`src/rtl/text_ram_pkg.sv`:
```
// Shared sizes and FSM state type for the text-mode character RAM arbiter.
package text_ram_pkg;
   localparam int TEXT_COLS = 64;
   localparam int TEXT_ROWS = 24;
   localparam int NUM_WORDS = 1536;
   localparam int ADDR_W    = 11;
   localparam int DATA_W    = 8;

   typedef enum logic [1:0] {
      IDLE    = 2'd0,
      RD_WAIT = 2'd1,
      ACK     = 2'd2,
      CLEAR   = 2'd3
   } arb_state_t;

   function automatic logic addr_in_range(input logic [ADDR_W-1:0] a);
      return a < ADDR_W'(NUM_WORDS);
   endfunction
endpackage

```
`src/rtl/text_clear_counter.sv`:
```
// Clear-screen address counter: restarts on i_start, advances on each clear write,
// flags the write to the last word so the arbiter can leave CLEAR.
module text_clear_counter
   import text_ram_pkg::*;
(
   input  logic              i_clk,
   input  logic              i_rst,
   input  logic              i_start,
   input  logic              i_wr_en,
   output logic [ADDR_W-1:0] o_addr,
   output logic              o_last
);
   logic [ADDR_W-1:0] r_count;

   always_ff @(posedge i_clk) begin
      if (i_rst || i_start) begin
         r_count <= '0;
      end else if (i_wr_en) begin
         r_count <= o_last ? '0 : r_count + 1'b1;
      end
   end

   assign o_addr = r_count;
   assign o_last = i_wr_en && (r_count == ADDR_W'(NUM_WORDS - 1));
endmodule

```
`src/rtl/text_ram_arbiter.sv`:
```
// Shares one single-port text RAM between display fetch, CPU access and screen clear.
// Display always wins the port; CPU waits in IDLE, clear stalls its counter.
module text_ram_arbiter
   import text_ram_pkg::*;
(
   input  logic              CLOCK_50,
   input  logic              RESET,
   input  logic              disp_req,
   input  logic [ADDR_W-1:0] disp_addr,
   output logic [DATA_W-1:0] disp_data,
   output logic              disp_valid,
   input  logic              cpu_req,
   input  logic              cpu_we,
   input  logic [ADDR_W-1:0] cpu_addr,
   input  logic [DATA_W-1:0] cpu_wdata,
   output logic              cpu_ack,
   output logic [DATA_W-1:0] cpu_rdata,
   input  logic              clr_start,
   input  logic [DATA_W-1:0] clr_char,
   output logic              clr_busy,
   output logic [ADDR_W-1:0] ram_addr,
   output logic              ram_wren,
   output logic [DATA_W-1:0] ram_wdata,
   input  logic [DATA_W-1:0] ram_q
);
   arb_state_t        r_state;
   arb_state_t        w_next;
   logic              r_disp_p1;
   logic              r_disp_oor;
   logic              r_disp_valid;
   logic [DATA_W-1:0] r_disp_data;
   logic              r_cpu_oor;
   logic [DATA_W-1:0] r_cpu_rdata;
   logic [DATA_W-1:0] r_clr_char;
   logic              w_clr_start;
   logic              w_cpu_grant;
   logic              w_clr_wr;
   logic              w_clr_last;
   logic [ADDR_W-1:0] w_clr_addr;

   assign w_clr_start = (r_state == IDLE) && clr_start;
   assign w_cpu_grant = (r_state == IDLE) && cpu_req && !clr_start && !disp_req;
   assign w_clr_wr    = (r_state == CLEAR) && !disp_req;

   text_clear_counter u_clr_cnt (
      .i_clk   (CLOCK_50),
      .i_rst   (RESET),
      .i_start (w_clr_start),
      .i_wr_en (w_clr_wr),
      .o_addr  (w_clr_addr),
      .o_last  (w_clr_last)
   );

   always_ff @(posedge CLOCK_50) begin
      if (RESET) begin
         r_state <= IDLE;
      end else begin
         r_state <= w_next;
      end
   end

   always_comb begin
      w_next = r_state;
      case (r_state)
         IDLE: begin
            if (clr_start) begin
               w_next = CLEAR;
            end else if (w_cpu_grant) begin
               if (cpu_we) w_next = ACK;
               else        w_next = RD_WAIT;
            end
         end
         RD_WAIT: w_next = ACK;
         ACK:     w_next = IDLE;
         CLEAR:   if (w_clr_last) w_next = IDLE;
         default: w_next = IDLE;
      endcase
   end

   always_comb begin
      ram_addr  = disp_addr;
      ram_wdata = '0;
      ram_wren  = 1'b0;
      if (disp_req) begin
         ram_addr = disp_addr;
      end else if (w_cpu_grant) begin
         ram_addr  = cpu_addr;
         ram_wdata = cpu_wdata;
         ram_wren  = cpu_we && addr_in_range(cpu_addr);
      end else if (w_clr_wr) begin
         ram_addr  = w_clr_addr;
         ram_wdata = r_clr_char;
         ram_wren  = 1'b1;
      end
      // The RAM is not reset, so a write in a reset cycle would survive it.
      if (RESET) ram_wren = 1'b0;
      cpu_ack  = (r_state == ACK);
      clr_busy = (r_state == CLEAR);
   end

   always_ff @(posedge CLOCK_50) begin
      if (RESET) begin
         r_disp_p1    <= 1'b0;
         r_disp_oor   <= 1'b0;
         r_disp_valid <= 1'b0;
         r_disp_data  <= '0;
         r_cpu_oor    <= 1'b0;
         r_cpu_rdata  <= '0;
         r_clr_char   <= '0;
      end else begin
         r_disp_p1    <= disp_req;
         r_disp_oor   <= !addr_in_range(disp_addr);
         r_disp_valid <= r_disp_p1;
         if (r_disp_p1) r_disp_data <= r_disp_oor ? '0 : ram_q;
         if (w_cpu_grant) r_cpu_oor <= !addr_in_range(cpu_addr);
         if (r_state == RD_WAIT) r_cpu_rdata <= r_cpu_oor ? '0 : ram_q;
         if (w_clr_start) r_clr_char <= clr_char;
      end
   end

   assign disp_valid = r_disp_valid;
   assign disp_data  = r_disp_data;
   assign cpu_rdata  = r_cpu_rdata;
endmodule

```
`config.mk`:
```
export PLATFORM = sky130hd
export DESIGN_NAME = text_ram_arbiter
export DESIGN_NICKNAME = d
export VERILOG_FILES = /design/src/rtl/text_ram_pkg.sv /design/src/rtl/text_clear_counter.sv /design/src/rtl/text_ram_arbiter.sv
export SDC_FILE = /design/constraint.sdc
export NUM_CORES = 1
export LEC_CHECK = 0
export CAP_MARGIN = 20
export CORE_MARGIN = 4
export CORE_UTILIZATION = 61
export DETAILED_ROUTE_END_ITERATION = 8
export DONT_BUFFER_PORTS = 1
export PLACE_DENSITY = 0.85
export SETUP_SLACK_MARGIN = 0.05
export SYNTH_ARGS = -nofsm -noshare
export SYNTH_HDL_FRONTEND = slang
export SYNTH_SLANG_ARGS = --single-unit
```
`constraint.sdc`:
```
create_clock -name CLOCK_50 -period 3.12 [get_ports CLOCK_50]
set_clock_uncertainty 0.05 [all_clocks]
set_input_delay 0.468 -clock CLOCK_50 [delete_from_list [all_inputs] [get_ports CLOCK_50]]
set_output_delay 0.468 -clock CLOCK_50 [all_outputs]
set_load 0.05 [all_outputs]
```
# Word-level counts from Yosys, hierarchy flattened
# Index checks and enable logic that the tools add are counted.
# totals
elab_cells	50
output_inout_bits	39
register_bits	41
inputBits	52
# classes
muxes	18
reduce_logical	14
n_addsub	1
order_cmp	2
eq_ne	6
# op_table
cell	count
$mux 11	4
$mux 8	5
$lt 11x11->1 const B	2
$add 11x1->11 const B	1
$eq 11x11->1 const B	1
$mux 2	4
$pmux 2 s4	1
$logic_and 1x1->1	7
$eq 2x2->1 const B	2
$logic_not 1->1	4
$mux 1	4
$ne 3x3->1 const B	1
$eq 2x1->1 const B	1
$logic_not 2->1	1
$ne 2x1->1 const B	1
$reduce_and 2->1	1
$logic_or 1x1->1	1

# Depth between registers and ports, before layout
# Gate-level depths: netlist (run 1).
# logic_depth
word_depth	7
depth_mapped	6
mapped_depth_nobuf	4

# By module
# From an unflattened synthesis (run 1), not the netlist that was laid out.
# unflattened
hier_cells	227
area_unflattened_um2	2080.7
# by_module_without_submodules
module	seq_area_each_um2	area_each_um2	n_inst	cells_per_inst
text_ram_arbiter	600.6	1527.7	1	169
text_clear_counter	220.2	553.0	1	58

# Worst setup path before layout (run 1)
# No wires, ideal clock.
# synth_path
path_type	register -> output
start	reg r_state[0]
end	out ram_addr[0]
path_slack_ns	0.560
stages_incl_launch_ff	6
t_required_ns	2.602
t_arrival_ns	2.042
n_path_buf	2
path_cell_list	dfxtp_1 buf_2 and3b_1 clkbuf_1 nand2_1 a31oi_1
# synth_between
elab_chain_cells	6
word_cells_on_any_way	9
cone_classes	eq/ne (1); mux (3); reduce/logical (5)
# synth_rtl
element	line	rtl
from (decl)	text_ram_arbiter.sv:26	arb_state_t r_state;
from (signal assigned)	text_ram_arbiter.sv:58	r_state <= w_next;
$logic_not 2->1	text_ram_arbiter.sv:42	assign w_cpu_grant = (r_state == IDLE) && cpu_req && !clr_start && !disp_req;
$logic_and 1x1->1 (3 in series)	text_ram_arbiter.sv:42	
$mux 11 *	text_ram_arbiter.sv:86	end else if (w_cpu_grant) begin
$mux 11 *	text_ram_arbiter.sv:84	if (disp_req) begin
to (decl)	text_ram_arbiter.sv:21	output logic [ADDR_W-1:0] ram_addr,
# Every way passes the cells marked *; elsewhere a longest branch is shown, timed or not.

# Final worst setup path (run 1)
# layout_path
start	reg r_state[1]
end	out ram_addr[5]
# Same word-level chain as after synthesis.

==> results of run 1 <==
-- cell usage after synthesis (all sizes together), types with 4 or more instances --
master,instances
nand2,39
clkbuf,10
o32a,8
or4,4
a211oi,6
buf,7
or3,4
a21oi,28
nand2b,11
nor3,5
dfxtp,41
o21a,8
o21ai,6
o31ai,4
nand3b,17
a22o,8
nor2b,5
-- metal layers --
layer / global-route usage (%) / up-vias
li1: - / 924
met1: 32.4 / 864
met2: 39.3 / 90
met3: 8.77 / 9
met4: 8.12 / 0
met5: 0 / -
-- power groups by stage --
stage,registers (W),logic (W),clock network [W]
after floorplan,0.000608,0.000171,0
after global placement,0.000616,0.000178,0
after detailed placement,0.000617,0.000181,0
after CTS,0.000605,0.000181,0.000368
after global routing,0.000610,0.000199,0.000394
final,0.000605,0.000184,0.000367
-- kinds of logic after synthesis --
kind of cell / share of synthesized area, %
AND/OR/NAND/NOR: 30.2
AO/OA/AOI/OAI: 25.0
adder cells (fa/ha/maj): 0.600
buffers and inverters: 4.44
flip-flops: 39.4
XOR/XNOR: 0.420
-- cell usage in the layout (no fill, tap or decap), types with 2 or more instances in the layout --
| master | instances |
|---|---|
| a211oi_1 | 6 |
| a21oi_1 | 28 |
| a22o_1 | 8 |
| a31oi_1 | 2 |
| and4_1 | 2 |
| buf_4 | 13 |
| clkbuf_4 | 5 |
| dfxtp_1 | 41 |
| inv_1 | 3 |
| nand2_1 | 39 |
| nand2b_1 | 11 |
| nand3_1 | 3 |
| nand3b_1 | 16 |
| nand4_1 | 3 |
| nor2_1 | 2 |
| nor2b_1 | 5 |
| nor3_1 | 5 |
| o21a_1 | 4 |
| o21a_2 | 4 |
| o21ai_0 | 5 |
| o22ai_1 | 2 |
| o31ai_1 | 4 |
| o32a_1 | 8 |
| or3_1 | 4 |
| or4_1 | 4 |
-- registers in the layout (all words and copies together), names as in the netlist --
register          count
disp_data             8
disp_valid            1
cpu_rdata             8
r_clr_char            8
r_disp_oor            1
r_state               2
u_clr_cnt.o_addr     11
r_cpu_oor             1
r_disp_p1             1
-- worst max-delay path, stage by stage (launching register included) --
cell and delay [ps]:
dfxtp_1 460, or4b_4 680, o21ai_4 280, o21a_1 460
-- how the worst max path moves through the flow --
stage / slack (ps) / depth (start not counted) / to
6_report: 360 / 3 / ram_addr[5]
5_1_grt: 270 / 3 / ram_addr[4]
3_3_place_gp: 560 / 3 / ram_addr[5]
3_5_place_dp: 500 / 3 / ram_addr[7]
2_1_floorplan: 560 / 5 / ram_addr[0]
4_1_cts: 100 / 3 / ram_addr[7]
-- timing repair --
action | in CTS | in global routing
setup buffers | 0 | 0
setup endpoints to repair | 0 | 9
gates resized for setup | 0 | 6
hold buffers | 0 | 0
endpoints found under the hold margin | 0 | 0
-- through the flow --
stage / cell area, sq um / utilization [%]
finish: 2260 / 71.7
global route: 2260 / 71.7
CTS: 2250 / 71.2
detailed placement: 2160 / 68.4
global placement: 2160 / 68.4
floorplan: 2090 / -
-- area by class of cell --
class                      instances  area (sq um)  share of cell area (%)
multi-input combinational        185          1190                    52.5
sequential                        41           821                    36.3
timing repair buffer              13          97.6                    4.31
tap                               44          55.1                    2.43
clock buffer                       6          51.3                    2.27
clock inverter                     2          37.5                    1.66
inverter                           3          11.3                   0.498
==> results.py, run 1 <==
metrics = {
    "global_route": {
        "grt_pass1_wl_mm": 8.67,
        "antenna_found_initial": 0,
        "groute.usage.overall_pct": 25.2,
        "overflow": 0,
        "grt_max_degree": 34,
        "grt_pass1_vias": 1825,
    },
    "cts": {
        "cts_max_level": 2,
        "root_buffer": "clkbuf_4",
        "cts_tree": "yes",
        "clockBufferDepth": 2,
        "numCtsBuffers": 5,
        "insertion_delay_ps": 350,
        "cts_sinks": 41,
        "clkTransAtPathRegs_ps": 130,
    },
    "final_layout": {
        "drive_gt1_share_pct": 13.6,
        "syn_to_final_growth_pct": 8.46,
        "fill_cells": 271,
        "nNetsFinal": 302,
        "fin_cells": 294,
        "diodes": 0,
    },
    "worst_setup_path": {
        "critPathMaxFanout": 14,
        "arrival_ps": 2250,
        "r2r_slack_ps": 1110,
        "r2r_start": "r_state[1]",
        "cp-startpoint": "r_state[1]",
        "cp-end-kind": "primary output",
        "crit_required_ps": 2600,
        "reg2reg_to": "u_clr_cnt.o_addr[5]",
        "reg2reg_depth": 3,
        "criticalPathCategory": "register to primary output",
        "start_kind": "register",
    },
    "floorplan": {
        "core.rowCount": 20,
        "start_util_pct": 66.2,
        "die_h_microns": 66.5,
        "io_pins": 91,
        "dieArea_sq_um": 4420,
        "die_w_microns": 66.5,
        "core_area_sq_um": 3150,
    },
    "timing": {
        "period_minus_slack_ps": 2760,
        "hold_viol": 0,
        "setup_viol": 0,
        "drv_slew": 0,
        "final.setup.worst_slack_ps": 357,
        "worst_pin_slew_ps": 588,
        "rsz0062_at_grt": "no",
        "tns_ps": 0,
        "fmax_ghz": 0.362,
        "holdWs_ps": 117,
        "slew_headroom_pct": 60.7,
        "fin_crit_sh_pct": 88.6,
    },
    "yosys": {
        "synth_cell_type_count": 46,
        "synth_edf_count": 0,
        "synth-seq-cells": 41,
        "avgSynthCellArea_sq_um": 8.48,
        "synth.top_cells.by_area": "dfxtp_1 (39%), nand2_1 (7.0%), a21oi_1 (6.7%), nand3b_1 (5.8%), o32a_1 (3.8%)",
        "yosysSeqAreaShare_pct": 39.4,
        "syn_nets": 299,
        "netlist_area_sq_um": 2090,
        "synth-async-reset-ratio_pct": 0,
        "synth_top_area_share_pct": 39.4,
        "synth_flop_cell": "dfxtp_1",
        "ys.warnings.count": 0,
        "syn_inst": 246,
        "synth_area_leader_cell": "dfxtp_1",
    },
    "power_and_ir_drop": {
        "p_comb_share_pct": 15.9,
        "p_sw_share_pct": 31.5,
        "p_sw_w": 0.000364,
        "ir_worst_vdd_uv": 346,
        "p_total_w": 0.00116,
        "p_clk_share_pct": 31.7,
        "power.density_nw_per_um2": 511,
        "power_frac_seq_pct": 52.3,
        "power_leakage_nw": 0.767,
        "internal-power_w": 0.000792,
    },
    "worst_hold_path": {
        "hp-class": "primary input to register",
        "hold_depth": 1,
        "hold_path.startpoint": "RESET",
        "min_to": "r_clr_char[4]",
    },
    "drt": {
        "routedWlPerCell_microns": 17.9,
        "ant_nets": 0,
        "top_layer": "met4",
        "m1WireLength_mm": 2.11,
        "drc": 0,
        "vias": 1887,
        "drt-initial-drc-count": 127,
        "drt_pass1_iterations": 4,
        "met3_wirelength_microns": 561,
        "met2WireLength_mm": 2.52,
        "wl_mm": 5.26,
        "post_drt_via_cell_ratio": 6.42,
    },
    "placed_design": {
        "dp_cells": 286,
        "gp_congestion": 0.842,
        "post-dp-hpwl_mm": 3.82,
        "port_buffers": 0,
        "dpl_worst_slack_ps": 504,
    },
    "flow_run": {
        "max_cap_viol_count": 0,
    },
    "outcome": {
        "status": "finished clean",
    },
}
Power figures use the tool's default switching activity.
==> inputs of run 2 (changes only) <==
HOLD_SLACK_MARGIN = 0.12   (was default)
clock period = 2.8 ns   (was 3.12 ns; I/O delays follow)
==> results.py, run 2 (synthesis results as in run 1) <==
metrics = {
    "outcome": {
        "status": "finished clean",
    },
    "timing": {
        "holdWs_ps": 127,
        "setup_viol": 0,
        "period_minus_slack_ps": 2660,
        "fmax_ghz": 0.376,
        "hold_viol": 0,
        "fin_crit_sh_pct": 95.0,
        "tns_ps": 0,
        "slew_headroom_pct": 62.0,
        "rsz0062_at_grt": "no",
        "worst_pin_slew_ps": 567,
        "drv_slew": 0,
    },
    "drt": {
        "wl_mm": 5.86,
        "routedWlPerCell_microns": 19.0,
        "drt-initial-drc-count": 159,
        "vias": 1999,
        "ant_nets": 0,
        "drt_pass1_iterations": 4,
        "drc": 0,
        "post_drt_via_cell_ratio": 6.47,
    },
    "power_and_ir_drop": {
        "ir_worst_vdd_uv": 373,
        "power_leakage_nw": 0.859,
        "power.density_nw_per_um2": 506,
    },
    "global_route": {
        "grt_max_degree": 30,
        "grt_pass1_wl_mm": 9.07,
        "groute.usage.overall_pct": 26.8,
        "grt_pass1_vias": 1899,
        "overflow": 0,
        "antenna_found_initial": 0,
    },
    "cts": {
        "clkTransAtPathRegs_ps": 120,
        "root_buffer": "clkbuf_4",
        "numCtsBuffers": 5,
        "insertion_delay_ps": 360,
        "cts_max_level": 2,
        "clockBufferDepth": 2,
        "cts_sinks": 41,
        "cts_tree": "yes",
    },
    "worst_setup_path": {
        "cp-end-kind": "primary output",
        "r2r_slack_ps": 890,
        "critPathMaxFanout": 8,
        "cp-startpoint": "r_state[0]",
        "r2r_start": "r_state[0]",
        "start_kind": "register",
        "reg2reg_to": "u_clr_cnt.o_addr[1]",
        "crit_end": "ram_addr[2]",
        "arrival_ps": 2190,
        "crit_required_ps": 2330,
        "reg2reg_depth": 4,
        "criticalPathCategory": "register to primary output",
    },
    "floorplan": {
        "dieArea_sq_um": 4420,
        "start_util_pct": 66.2,
        "die_h_microns": 66.5,
        "io_pins": 91,
        "core.rowCount": 20,
        "core_area_sq_um": 3150,
        "die_w_microns": 66.5,
    },
    "placed_design": {
        "gp_congestion": 0.837,
        "post-dp-hpwl_mm": 4.03,
        "port_buffers": 0,
    },
    "final_layout": {
        "final_util_pct": 78.3,
        "final_cell_mix": "dfxtp_1 (41), nand2_1 (39), a21oi_1 (28)",
        "syn_to_final_growth_pct": 18.3,
        "nNetsFinal": 317,
        "diodes": 0,
        "largest_reg_flops": 11,
        "final_common_cell": "dfxtp_1",
        "drive_gt1_share_pct": 15.8,
    },
    "worst_hold_path": {
        "hp-class": "primary input to register",
        "hold_path.startpoint": "clr_char[0]",
    },
    "flow_run": {
        "max_cap_viol_count": 0,
    },
}
==> run 2: cell types whose count changed in the layout (fill, tap and decap cells not counted), moves of 2 or more <==
cell / before / now
o21a_1: 4 / 8
buf_4: 13 / 17
o21a_2: 4 / 0
dlygate4sd3_1: 0 / 2
buf_12: 0 / 8
==> run 2: worst max-delay path: stages, from the launching register on <==
cell,delay (ps)
dfxtp_1,330
or4b_1,680
buf_4,230
o32a_1,290
o21a_1,110
buf_4,190
==> run 2: how the worst min path moves through the flow <==
| stage | slack [ps] | cells after the start | end |
|---|---|---|---|
| 2_1_floorplan | 390 | 2 | r_clr_char[0] |
| 3_3_place_gp | 390 | 2 | r_clr_char[7] |
| 3_5_place_dp | 390 | 2 | r_clr_char[0] |
| 4_1_cts | 120 | 2 | r_clr_char[0] |
| 5_1_grt | 140 | 2 | r_clr_char[3] |
| 6_report | 130 | 2 | r_clr_char[0] |
==> run 2: timing repair <==
item,CTS,global route
endpoints found under the setup margin,0,1
buffers inserted,0,0
endpoints found under the hold margin,29,0
gates resized for setup,0,1
hold buffers,2,0
==> run 2: layer usage <==
layer,share of wire [%],GRT usage [%]
met1,37,32.3
met2,49,43.6
met3,12,10.1
met4,1.1,9.14
met5,0,0
==> run 2: layout make-up <==
class,instances,area (sq um)
multi-input combinational,185,1180
clock buffer,6,51.3
tap,44,55.1
fill,220,686
inverter,3,11.3
clock inverter,2,13.8
sequential,41,821
timing repair buffer,28,335
==> run 2: through the flow <==
stage / cells / worst slack [ps] / total power (W) / cell area [sq um]
4_1_cts: 308 / 130 / 0.00124 / 2430
5_1_grt: 309 / 49.4 / 0.00129 / 2470
3_3_place_gp: 298 / 499 / 0.000914 / 2350
6_report: 309 / 140 / 0.00125 / 2470
3_5_place_dp: 298 / 452 / 0.000921 / 2350
2_1_floorplan: 246 / 288 / 0.000868 / 2090
==> run 2: where the power goes <==
part | internal, W | switching [W]
clock | 0.000122 | 0.000202
combinational | 0.0000917 | 0.000162
sequential | 0.000608 | 0.0000622
==> inputs of run 3 (changes only) <==
ABC_AREA = 1   (was default)
==> results.py, run 3 <==
metrics = {
    "outcome": {
        "status": "finished clean",
    },
    "floorplan": {
        "start_util_pct": 65.4,
        "io_pins": 91,
        "dieArea_sq_um": 4370,
        "die_h_microns": 66.1,
        "die_w_microns": 66.1,
        "core.rowCount": 20,
        "core_area_sq_um": 3150,
    },
    "timing": {
        "final.setup.worst_slack_ps": 274,
        "rsz0062_at_grt": "no",
        "fin_crit_sh_pct": 90.2,
        "period_minus_slack_ps": 2530,
        "tns_ps": 0,
        "hold_viol": 0,
        "setup_viol": 0,
        "holdWs_ps": 131,
        "drv_slew": 0,
        "fmax_ghz": 0.396,
        "slew_headroom_pct": 40.6,
        "worst_pin_slew_ps": 887,
    },
    "worst_hold_path": {
        "hp-class": "primary input to register",
        "hold_depth": 2,
    },
    "final_layout": {
        "diodes": 0,
        "final_common_cell": "nand2_1",
        "fill_cells": 265,
        "syn_to_final_growth_pct": 11.5,
        "final_util_pct": 72.9,
        "drive_gt1_share_pct": 13.5,
        "final_cell_mix": "nand2_1 (75), dfxtp_1 (41), a21oi_1 (35)",
        "nNetsFinal": 363,
        "largest_reg_flops": 11,
    },
    "cts": {
        "clkTransAtPathRegs_ps": 130,
        "cts_resized": 0,
        "root_buffer": "clkbuf_4",
        "cts_max_level": 2,
        "numCtsBuffers": 5,
        "cts_sinks": 41,
        "insertion_delay_ps": 360,
        "clockBufferDepth": 2,
        "cts_tree": "yes",
    },
    "drt": {
        "drt_pass1_iterations": 5,
        "wl_mm": 5.31,
        "ant_nets": 0,
        "routedWlPerCell_microns": 14.9,
        "drc": 0,
        "post_drt_via_cell_ratio": 5.61,
        "drt-initial-drc-count": 193,
        "vias": 1992,
    },
    "global_route": {
        "antenna_found_initial": 0,
        "overflow": 0,
        "groute.usage.overall_pct": 24.5,
        "grt_max_degree": 31,
        "grt_pass1_vias": 1850,
        "grt_pass1_wl_mm": 8.29,
    },
    "yosys": {
        "synth_cell_type_count": 31,
        "yosysMostFrequentCell": "nand2_1",
        "synth_flop_cell": "dfxtp_1",
        "avgSynthCellArea_sq_um": 7.01,
        "netlist_area_sq_um": 2060,
        "synth-async-reset-ratio_pct": 0,
        "synth_top_area_share_pct": 39.8,
        "synth_edf_count": 0,
        "synth.top_cells.by_area": "dfxtp_1 (40%), nand2_1 (14%), a21oi_1 (8.5%), nor2_1 (5.3%), inv_1 (4.2%)",
        "syn_nets": 347,
        "synth-seq-cells": 41,
        "syn_inst": 294,
        "synthTopCellsByCount": "nand2_1 (75), dfxtp_1 (41), a21oi_1 (35), nor2_1 (29), inv_1 (23)",
        "ys.warnings.count": 0,
        "synth_area_leader_cell": "dfxtp_1",
        "yosysSeqAreaShare_pct": 39.8,
    },
    "power_and_ir_drop": {
        "power_leakage_nw": 0.879,
        "p_comb_share_pct": 23.5,
        "power_frac_seq_pct": 49.3,
        "internal-power_w": 0.000900,
        "power.density_nw_per_um2": 619,
        "p_sw_share_pct": 36.8,
        "p_clk_share_pct": 27.2,
        "p_total_w": 0.00142,
        "ir_worst_vdd_uv": 467,
        "p_sw_w": 0.000524,
    },
    "flow_run": {
        "max_cap_viol_count": 0,
    },
    "worst_setup_path": {
        "criticalPathCategory": "register to primary output",
        "cp-end-kind": "primary output",
        "reg2reg_depth": 7,
        "arrival_ps": 2060,
        "crit_required_ps": 2330,
        "critPathMaxFanout": 18,
        "start_kind": "register",
    },
    "placed_design": {
        "gp_congestion": 0.893,
        "dpl_worst_slack_ps": 687,
        "port_buffers": 0,
        "post-dp-hpwl_mm": 3.86,
    },
}
-- run 3: routing by layer --
metal,wire length [microns],track usage (%),vias to the layer above,share of wire (%)
li1,-,-,1006,-
met1,2160,29.4,903,41
met2,2600,39.9,83,49
met3,549,10.4,0,10
met4,0,6.60,0,0
met5,0,0,-,0
-- run 3: kinds of logic (layout without fill, tap and decap cells) --
| family | after synthesis | in the layout | share of synthesized area (%) |
|---|---|---|---|
| and+or+nand+nor | 144 | 144 | 32.2 |
| xor gates and xnor gates | 2 | 2 | 0.850 |
| adders and majority gates | 1 | 1 | 0.607 |
| AOI/OAI and AO/OA | 69 | 69 | 19.1 |
| DFF | 41 | 41 | 39.8 |
| buffers and inverters | 37 | 54 | 7.46 |
-- run 3: critical path: stages (launching register included) --
cell,delay [ps]
dfxtp_1,460
nand2_2,120
inv_2,260
nand2_4,190
nand2_2,220
nor2_1,60
a31oi_1,160
buf_4,220
-- run 3: power by group through the flow --
stage / Clock [W] / Combinational, W / Sequential [W]
after global routing: 0.000423 / 0.000363 / 0.000707
after global placement: 0 / 0.000316 / 0.000714
final: 0.000387 / 0.000335 / 0.000702
after floorplan: 0 / 0.000263 / 0.000709
after detailed placement: 0 / 0.000320 / 0.000716
after CTS: 0.000397 / 0.000331 / 0.000703
-- run 3: final cells by class --
class / count / area, sq um / share of cell area [%]
clock buffer: 5 / 37.5 / 1.63
sequential: 41 / 821 / 35.7
clock inverter: 3 / 46.3 / 2.01
inverter: 29 / 110 / 4.79
multi-input combinational: 216 / 1090 / 47.3
tap: 44 / 55.1 / 2.39
timing repair buffer: 17 / 143 / 6.20
-- run 3: what timing repair did --
item	4_1_cts	5_1_grt
setup buffers	0	0
endpoints found under the hold margin	30	0
hold buffers	3	0
-- run 3: worst paths after layout --
kind                                     from                  end  slack, ps
worst max-delay path               r_state[1]          ram_addr[3]        270
worst min-delay path                 ram_q[1]         disp_data[1]        130
worst max register to register     r_state[1]  u_clr_cnt.o_addr[7]       1060
worst min register to register  r_clr_char[7]        r_clr_char[7]        420
-- run 3: stage by stage --
step | cells | cell area, sq um
floorplan | 294 | 2060
CTS | 354 | 2280
global route | 355 | 2300
finish | 355 | 2300
global placement | 343 | 2170
detailed placement | 343 | 2170
